<file path="src/rtl/alu_op_sequencer.sv">
// rtl/alu_op_sequencer.sv - multi-cycle command front-end for the 16-bit combinational ALU
//
// Purpose:
//    Accepts one command per cmd_valid/cmd_ready handshake and drives one or
//    more operations into the combinational ALU. The ALU result and flags
//    from the last issued cycle are returned on the rsp_valid/rsp_ready
//    channel. MUL is repeated addition: alu_m accumulates, alu_n holds A,
//    and the step count is the low CNT_W bits of B.
//
// Optional feature macro: ALU_SEQ_OVF_EN
//    When defined, adds rsp_ovf. It is a sticky signed-overflow flag for every
//    ADD-map cycle of the current command and is cleared on command accept.
//
// Ports:
//    clk, rst_n                 clock, asynchronous active-low reset
//    cmd_valid/cmd_ready        command handshake (cmd_ready is 1 only in IDLE)
//    cmd_op, cmd_a, cmd_b       0=ADD 1=AND 2=OR 3=INC 4=MUL, 5..7 illegal
//    alu_m, alu_n, alu_opc      registered drive to the ALU inM/inN/opc
//    alu_f, alu_zer, alu_neg    combinational ALU result and flags
//    rsp_valid/rsp_ready        response handshake
//    rsp_data, rsp_zer, rsp_neg result and flags
//    rsp_err                    illegal opcode was issued
//    rsp_ovf                    (ALU_SEQ_OVF_EN only) signed overflow seen

module alu_op_sequencer #(
   parameter int DATA_W = 16,
   parameter int CNT_W  = 8
) (
   input  logic              clk,
   input  logic              rst_n,
   input  logic              cmd_valid,
   output logic              cmd_ready,
   input  logic [2:0]        cmd_op,
   input  logic [DATA_W-1:0] cmd_a,
   input  logic [DATA_W-1:0] cmd_b,
   output logic [DATA_W-1:0] alu_m,
   output logic [DATA_W-1:0] alu_n,
   output logic [2:0]        alu_opc,
   input  logic [DATA_W-1:0] alu_f,
   input  logic              alu_zer,
   input  logic              alu_neg,
   output logic              rsp_valid,
   input  logic              rsp_ready,
   output logic [DATA_W-1:0] rsp_data,
   output logic              rsp_zer,
   output logic              rsp_neg,
`ifdef ALU_SEQ_OVF_EN
   output logic              rsp_ovf,
`endif
   output logic              rsp_err
);

   // Command opcodes
   localparam logic [2:0] OP_ADD = 3'd0;
   localparam logic [2:0] OP_AND = 3'd1;
   localparam logic [2:0] OP_OR  = 3'd2;
   localparam logic [2:0] OP_INC = 3'd3;
   localparam logic [2:0] OP_MUL = 3'd4;

   // ALU opcode map
   localparam logic [2:0] ALU_ADD = 3'b100;
   localparam logic [2:0] ALU_INC = 3'b010;
   localparam logic [2:0] ALU_AND = 3'b001;
   localparam logic [2:0] ALU_OR  = 3'b101;

   typedef enum logic [1:0] {
      S_IDLE = 2'd0,
      S_EXEC = 2'd1,
      S_DONE = 2'd2
   } state_t;

   state_t           state;
   logic             is_mul;
   logic [CNT_W-1:0] cnt;

   always_ff @(posedge clk or negedge rst_n) begin
      if (!rst_n) begin
         state     <= S_IDLE;
         is_mul    <= 1'b0;
         cnt       <= '0;
         cmd_ready <= 1'b1;
         alu_m     <= '0;
         alu_n     <= '0;
         alu_opc   <= ALU_ADD;
         rsp_valid <= 1'b0;
         rsp_data  <= '0;
         rsp_zer   <= 1'b0;
         rsp_neg   <= 1'b0;
         rsp_err   <= 1'b0;
`ifdef ALU_SEQ_OVF_EN
         rsp_ovf   <= 1'b0;
`endif
      end else begin
         case (state)
            S_IDLE: begin
               if (cmd_valid && cmd_ready) begin
                  cmd_ready <= 1'b0;
                  is_mul    <= 1'b0;
                  rsp_err   <= 1'b0;
`ifdef ALU_SEQ_OVF_EN
                  rsp_ovf   <= 1'b0;
`endif
                  case (cmd_op)
                     OP_ADD, OP_AND, OP_OR, OP_INC: begin
                        alu_m <= cmd_a;
                        alu_n <= cmd_b;
                        case (cmd_op)
                           OP_AND:  alu_opc <= ALU_AND;
                           OP_OR:   alu_opc <= ALU_OR;
                           OP_INC:  alu_opc <= ALU_INC;
                           default: alu_opc <= ALU_ADD;
                        endcase
                        state <= S_EXEC;
                     end
                     OP_MUL: begin
                        if (cmd_b[CNT_W-1:0] == '0) begin
                           // Zero iterations: answer immediately, ALU stays idle.
                           rsp_valid <= 1'b1;
                           rsp_data  <= '0;
                           rsp_zer   <= 1'b1;
                           rsp_neg   <= 1'b0;
                           state     <= S_DONE;
                        end else begin
                           // Accumulate A into alu_m once per EXEC cycle.
                           alu_m   <= '0;
                           alu_n   <= cmd_a;
                           alu_opc <= ALU_ADD;
                           is_mul  <= 1'b1;
                           cnt     <= cmd_b[CNT_W-1:0];
                           state   <= S_EXEC;
                        end
                     end
                     default: begin
                        rsp_valid <= 1'b1;
                        rsp_err   <= 1'b1;
                        rsp_data  <= '0;
                        rsp_zer   <= 1'b0;
                        rsp_neg   <= 1'b0;
                        state     <= S_DONE;
                     end
                  endcase
               end
            end
            S_EXEC: begin
`ifdef ALU_SEQ_OVF_EN
               // Same-sign operands producing a different-sign sum.
               if (alu_opc == ALU_ADD &&
                   alu_m[DATA_W-1] == alu_n[DATA_W-1] &&
                   alu_f[DATA_W-1] != alu_m[DATA_W-1])
                  rsp_ovf <= 1'b1;
`endif
               if (!is_mul || cnt == CNT_W'(1)) begin
                  rsp_valid <= 1'b1;
                  rsp_data  <= alu_f;
                  rsp_zer   <= alu_zer;
                  rsp_neg   <= alu_neg;
                  alu_m     <= '0;
                  alu_n     <= '0;
                  alu_opc   <= ALU_ADD;
                  state     <= S_DONE;
               end else begin
                  alu_m <= alu_f;
                  cnt   <= cnt - CNT_W'(1);
               end
            end
            S_DONE: begin
               // cmd_ready rises only after the handshake edge, so a new
               // command can never be taken in the same cycle.
               if (rsp_ready) begin
                  rsp_valid <= 1'b0;
                  cmd_ready <= 1'b1;
                  state     <= S_IDLE;
               end
            end
            default: begin
               state     <= S_IDLE;
               cmd_ready <= 1'b1;
               rsp_valid <= 1'b0;
            end
         endcase
      end
   end

endmodule

</file>
<file path="config.mk">
export PLATFORM = sky130hd
export DESIGN_NAME = alu_op_sequencer
export DESIGN_NICKNAME = d
export VERILOG_FILES = /design/src/rtl/alu_op_sequencer.sv
export SDC_FILE = /design/constraint.sdc
export NUM_CORES = 1
export LEC_CHECK = 0
export ABC_CLOCK_PERIOD_IN_PS = 2400
export CAP_MARGIN = 20
export CORE_ASPECT_RATIO = 1.5
export CORE_MARGIN = 2
export CORE_UTILIZATION = 30
export DETAILED_ROUTE_END_ITERATION = 16
export GPL_ROUTABILITY_DRIVEN = 0
export PLACE_DENSITY = 0.67
export REMOVE_ABC_BUFFERS = 1
export SLEW_MARGIN = 0
export SYNTH_ARGS = -nofsm -noshare
export SYNTH_HDL_FRONTEND = slang
export SYNTH_SLANG_ARGS = --single-unit
</file>
<file path="constraint.sdc">
create_clock -name clk -period 2.4 [get_ports clk]
set_input_delay 0.36 -clock clk [delete_from_list [all_inputs] [get_ports clk]]
set_output_delay 0.36 -clock clk [all_outputs]
set_load 0.02 [all_outputs]
</file>
Yosys cells after proc, flatten, opt, wreduce, memory -nomap -nowiden
Cells that the tools add are included.
Storage, ports and cells
  register bits after elaboration: 67
  output and inout port bits: 56
  word-level logic and storage cells: 101
Operators by class
  add/sub/neg operators: 1
  equality and inequality tests: 17
  muxes and demuxes: 53
  bitwise operators: 1
  reductions and logical operators: 17
Operators by type and width (count)
  $pmux W16 S2: 6
  $mux W16: 9
  $mux W8: 4
  $reduce_and A5 Y1: 4
  $pmux W8 S2: 1
  $mux W1: 14
  $ne A2 B2 Y1 const B: 6
  $pmux W3 S2: 2
  $pmux W1 S2: 5
  $mux W3: 3
  $pmux W3 S3: 1
  $eq A8 B1 Y1 const B: 1
  $logic_not A8 Y1: 1
  $mux W2: 4
  $sub A8 B1 Y8 const B: 1
  $eq A3 B2 Y1 const B: 2
  $ne A3 B3 Y1 const B: 2
  $pmux W1 S3: 2
  $pmux W2 S3: 1
  $reduce_and A3 Y1: 2
  $reduce_or A5 Y1: 1
  $pmux W2 S2: 1
  $reduce_and A4 Y1: 1
  $reduce_or A4 Y1: 1
  other kinds (14): 14

Logic depth before layout (Yosys ltp)
  depth after elaboration: 5
  depth in mapped cells: 8

Worst setup path after synthesis
No wires, ideal clock.
  path kind: flip-flop to flip-flop
  from: register cnt[1]
  to: register alu_n[10]
  data arrival time: 2019 ps
  data required time: 2275 ps
  setup slack: 256 ps
  cell stages (with the launch flop): 9
  path buffers: 2
  period minus slack after synthesis: 2144 ps
  cells stage by stage: dfrtp_1 > inv_1 > ha_1 > or3b_2 > o21ai_2 > o22a_1 > buf_6 > buf_12 > mux2_4
Between the ends
  cells in the longest elaborated chain, start to end: 4
RTL lines
  from (decl): line 74  | logic [CNT_W-1:0] cnt;
  from (signal assigned): line 129  | cnt <= cmd_b[CNT_W-1:0];
  from (signal assigned): line 163  | cnt <= cnt - CNT_W'(1);
  $eq A8 B1 Y1: line 152  | if (!is_mul || cnt == CNT_W'(1)) begin
  $logic_or A1 B1 Y1: line 152
  $ne A2 B2 Y1 (no source line)
  $reduce_and A5 Y1 (no source line)
  to (signal assigned): line 106  | alu_n <= cmd_b;
  to (signal assigned): line 126  | alu_n <= cmd_a;
  to (decl): line 37  | output logic [DATA_W-1:0] alu_n,
Every way passes these cells.
A chain may end at the register's enable or synchronous reset.

Worst setup path in the final report
  from: register cnt[1]
  to: register rsp_data[8]
Between the ends
  cells in the longest elaborated chain, start to end: 4
RTL lines
  $eq A8 B1 Y1: line 152
  $logic_or A1 B1 Y1: line 152
  $ne A2 B2 Y1 (no source line)
  $reduce_and A5 Y1 (no source line)
  to (signal assigned): line 154  | rsp_data <= alu_f;
  to (decl): line 44  | output logic [DATA_W-1:0] rsp_data,
Every way passes these cells.

==> results.sh <==
export IMPL_post_cts_buffers=0
export IMPL_min_period_over_period_pct=95.3
export IMPL_hold_path_class="in -> async"
export IMPL_grt_pass1_vias=3277
export IMPL_cts_sink_count=67
export IMPL_drv_cap=0
export IMPL_crit_type="reg -> reg"
export IMPL_drt_vias_per_instance=5.17
export IMPL_core_area_sq_mm=0.0115
export IMPL_h_tree_depth=3
export IMPL_outcome="finished, final reports clean"
export IMPL_syn_inst=325
export IMPL_end_kind="flip-flop"
export IMPL_finClkSkew_ns=0.00365
export IMPL_die_area_sq_mm=0.0127
export IMPL_clock_latency_ns=0.33
export IMPL_dieHeight_microns=137
export IMPL_num_rows=48
export IMPL_hold_viol_final=0
export IMPL_critPathLaunchType="flip-flop"
export IMPL_power_density_mw_per_mm2=1300
export IMPL_cts_repair_resized=1
export IMPL_drive_gt1_share_pct=23.4
export IMPL_syn_cell_area_sq_mm=0.00355
export IMPL_finalSetupViolCount=0
export IMPL_port_buffer_count=112
export IMPL_die_x_microns=92.8
export IMPL_rsz0062_at_grt="no"
export IMPL_drt_pass1_iterations=6
export IMPL_cts_buffers=9
export IMPL_slew_viol_final=0
export IMPL_vias=3142
export IMPL_ys_types=59
export IMPL_power_frac_clock_pct=17.7
export IMPL_p_int_mw=4.30
export IMPL_antenna_left=0
export IMPL_fin_tns_setup_ns=0
export IMPL_max_vdd_ir_drop_uv=790
export IMPL_cts_tree="yes"
export IMPL_synthFlopType="dfrtp_1"
export IMPL_cp_arrival_ns=2.50
export IMPL_tightest_slew_ns=0.856
export IMPL_yosys_register_bits=67
export IMPL_nets=512
export IMPL_period_needed_ns=2.29
export IMPL_slew_headroom_pct=41.5
export IMPL_globalRouteOverflowTotal=0
export IMPL_clock_tree_buffer_depth=2
export IMPL_grt_max_degree=43
export IMPL_fmax_ghz=0.437
export IMPL_place_hpwl_mm=7.93
export IMPL_antenna_found_initial=0
export IMPL_ys_seq_area_share_pct=47.3
export IMPL_critical_path_required_ns=2.62
export IMPL_p_sw_mw=2.54
export IMPL_synth_most_common_cell="dfrtp_1"
export IMPL_p_leak_nw=2.32
export IMPL_start_util_pct=30.8
export IMPL_clk_pin_slew_ns=0.05
export IMPL_cts_hold_buf=0
export IMPL_drtIter0Drc=123
export IMPL_synth_edf_count=0
export IMPL_wl_mm=10.8
export IMPL_seqPwrFrac_pct=30.0
export IMPL_synth_top_area_share_pct=45.8
export IMPL_synth_area_leaders="dfrtp_1, mux2_2, a31o_2"
export IMPL_yosysWarnings=0
export IMPL_swShare_pct=37.1
export IMPL_num_io_pins=113
export IMPL_critPathMaxFanout=21
export IMPL_antenna_cells=0
export IMPL_synth_area_per_cell_sq_um=10.9
export IMPL_ff2ff_setup_slack_ns=0.11
export IMPL_syn2layout_area_growth_pct=48.5
export IMPL_fillers=1111
export IMPL_grt_pass1_wl_mm=17.0
export IMPL_clockRootBuffer="clkbuf_16"
export IMPL_wl_per_cell_microns=17.8
export IMPL_yosysTopAreaCell="dfrtp_1"
export IMPL_globalRouteTotalUtil_pct=17.4
export IMPL_post_route_drc_count=0
export IMPL_async_flop_share_pct=100
export IMPL_fin_util_pct=45.7
export IMPL_combPwrFrac_pct=52.3
export IMPL_yosys_top_cells_count="dfrtp_1, nand2_1, mux2_2, and3_1, a31o_2"
-- layer usage --
layer | global-route usage (%) | part of all wire, % | vias to the layer above
met4 | 6.21 | 2.1 | 0
met5 | 0 | 0 | -
met2 | 31.4 | 54 | 83
met3 | 4.76 | 5.1 | 15
met1 | 19.5 | 39 | 1573
li1 | - | - | 1471
-- cells in the final DEF (no fill, tap or decap), types with 2 or more instances in the layout --
master and instances:
clkdlybuf4s50_1 111, a21oi_1 14, nor3_1 6, nand3_1 2, a31o_2 17, clkbuf_1 3, clkinv_2 2, dfstp_2 2
o22ai_1 6, and2_1 4, o211ai_1 5, ha_1 2, clkbuf_8 2, buf_12 5, o221a_2 3, a22o_1 16
and3_1 19, mux2i_1 11, dfrtp_1 65, mux2_2 25, o21a_1 2, or2_2 3, mux2_4 5, a211oi_1 2
buf_4 22, nor4_1 2, nor2_1 11, inv_1 11, or3b_2 2, o21ai_0 3, o22a_1 4, nand2b_1 2
o2111ai_1 2, clkbuf_16 9, or4_1 2, nand2_1 31
-- logic make-up (layout without fill, tap and decap cells) --
logic type               count (synthesis)  after routing  synth area share [%]
AND/OR/NAND/NOR                         95             95                  14.2
AO/OA/AOI/OAI                           86             86                  19.4
flip-flops                              67             67                  47.3
multiplexers                            41             41                  13.2
buffers and inverters                   33            166                  5.01
adder cells (fa/ha/maj)                  2              2                 0.705
XOR/XNOR                                 1              1                 0.247
-- per-stage QoR --
| step | setup slack (ns) | cell area [sq um] | hold slack, ns | power (mW) | std cells |
|---|---|---|---|---|---|
| 2_1_floorplan | -0.800 | 3410 | 0.0644 | 3.96 | 303 |
| 3_3_place_gp | -0.114 | 4990 | 0.433 | 5.58 | 592 |
| 3_5_place_dp | -0.149 | 4990 | 0.434 | 5.65 | 592 |
| 4_1_cts | 0.127 | 5270 | 0.0858 | 6.89 | 608 |
| 5_1_grt | 0.0190 | 5270 | 0.118 | 7.21 | 608 |
| 6_report | 0.113 | 5270 | 0.0691 | 6.84 | 608 |
-- cell type report --
type	count	area, sq um	share of cell area [%]
clock inverters	2	10.0	0.190
flip-flops and latches	67	1680	31.9
multi-input cells	225	1710	32.4
clock buffers	14	264	5.01
well taps	150	188	3.56
repair buffers	139	1380	26.2
inverters	11	41.3	0.783
-- path summary, 6_finish.rpt --
check                              from           to  depth (start not counted)
min in group clk                rsp_err      rsp_err                          1
worst min-delay path              rst_n     alu_m[8]                          1
worst max-delay path             cnt[1]  rsp_data[8]                          7
worst max register to register   cnt[1]  rsp_data[8]                          7
worst min register to register  rsp_err      rsp_err                          1
max in group asynchronous         rst_n    cmd_ready                          2
-- power groups by stage --
| stage | registers (mW) | clock network (mW) | logic, mW |
|---|---|---|---|
| 3_5_place_dp | 2.06 | 0 | 3.59 |
| 6_report | 2.05 | 1.21 | 3.58 |
| 3_3_place_gp | 2.04 | 0 | 3.54 |
| 4_1_cts | 2.05 | 1.23 | 3.61 |
| 5_1_grt | 2.11 | 1.28 | 3.82 |
| 2_1_floorplan | 2.50 | 0 | 1.46 |
-- sequential cells by signal, indices dropped and copies added (netlist names) --
signal / flops
state: 2
rsp_data: 16
rsp_neg: 1
rsp_valid: 1
alu_n: 16
alu_m: 16
cnt: 8
alu_opc: 3
rsp_zer: 1
is_mul: 1
cmd_ready: 1
rsp_err: 1
-- critical path, cell delays in order (launching register included) --
cell     delay, ns
dfrtp_1       0.41
inv_1         0.09
ha_1          0.16
or3b_2        0.53
o21ai_2       0.17
buf_4         0.29
nand2_4       0.21
a31o_2        0.30
Power figures use the tool's default switching activity.
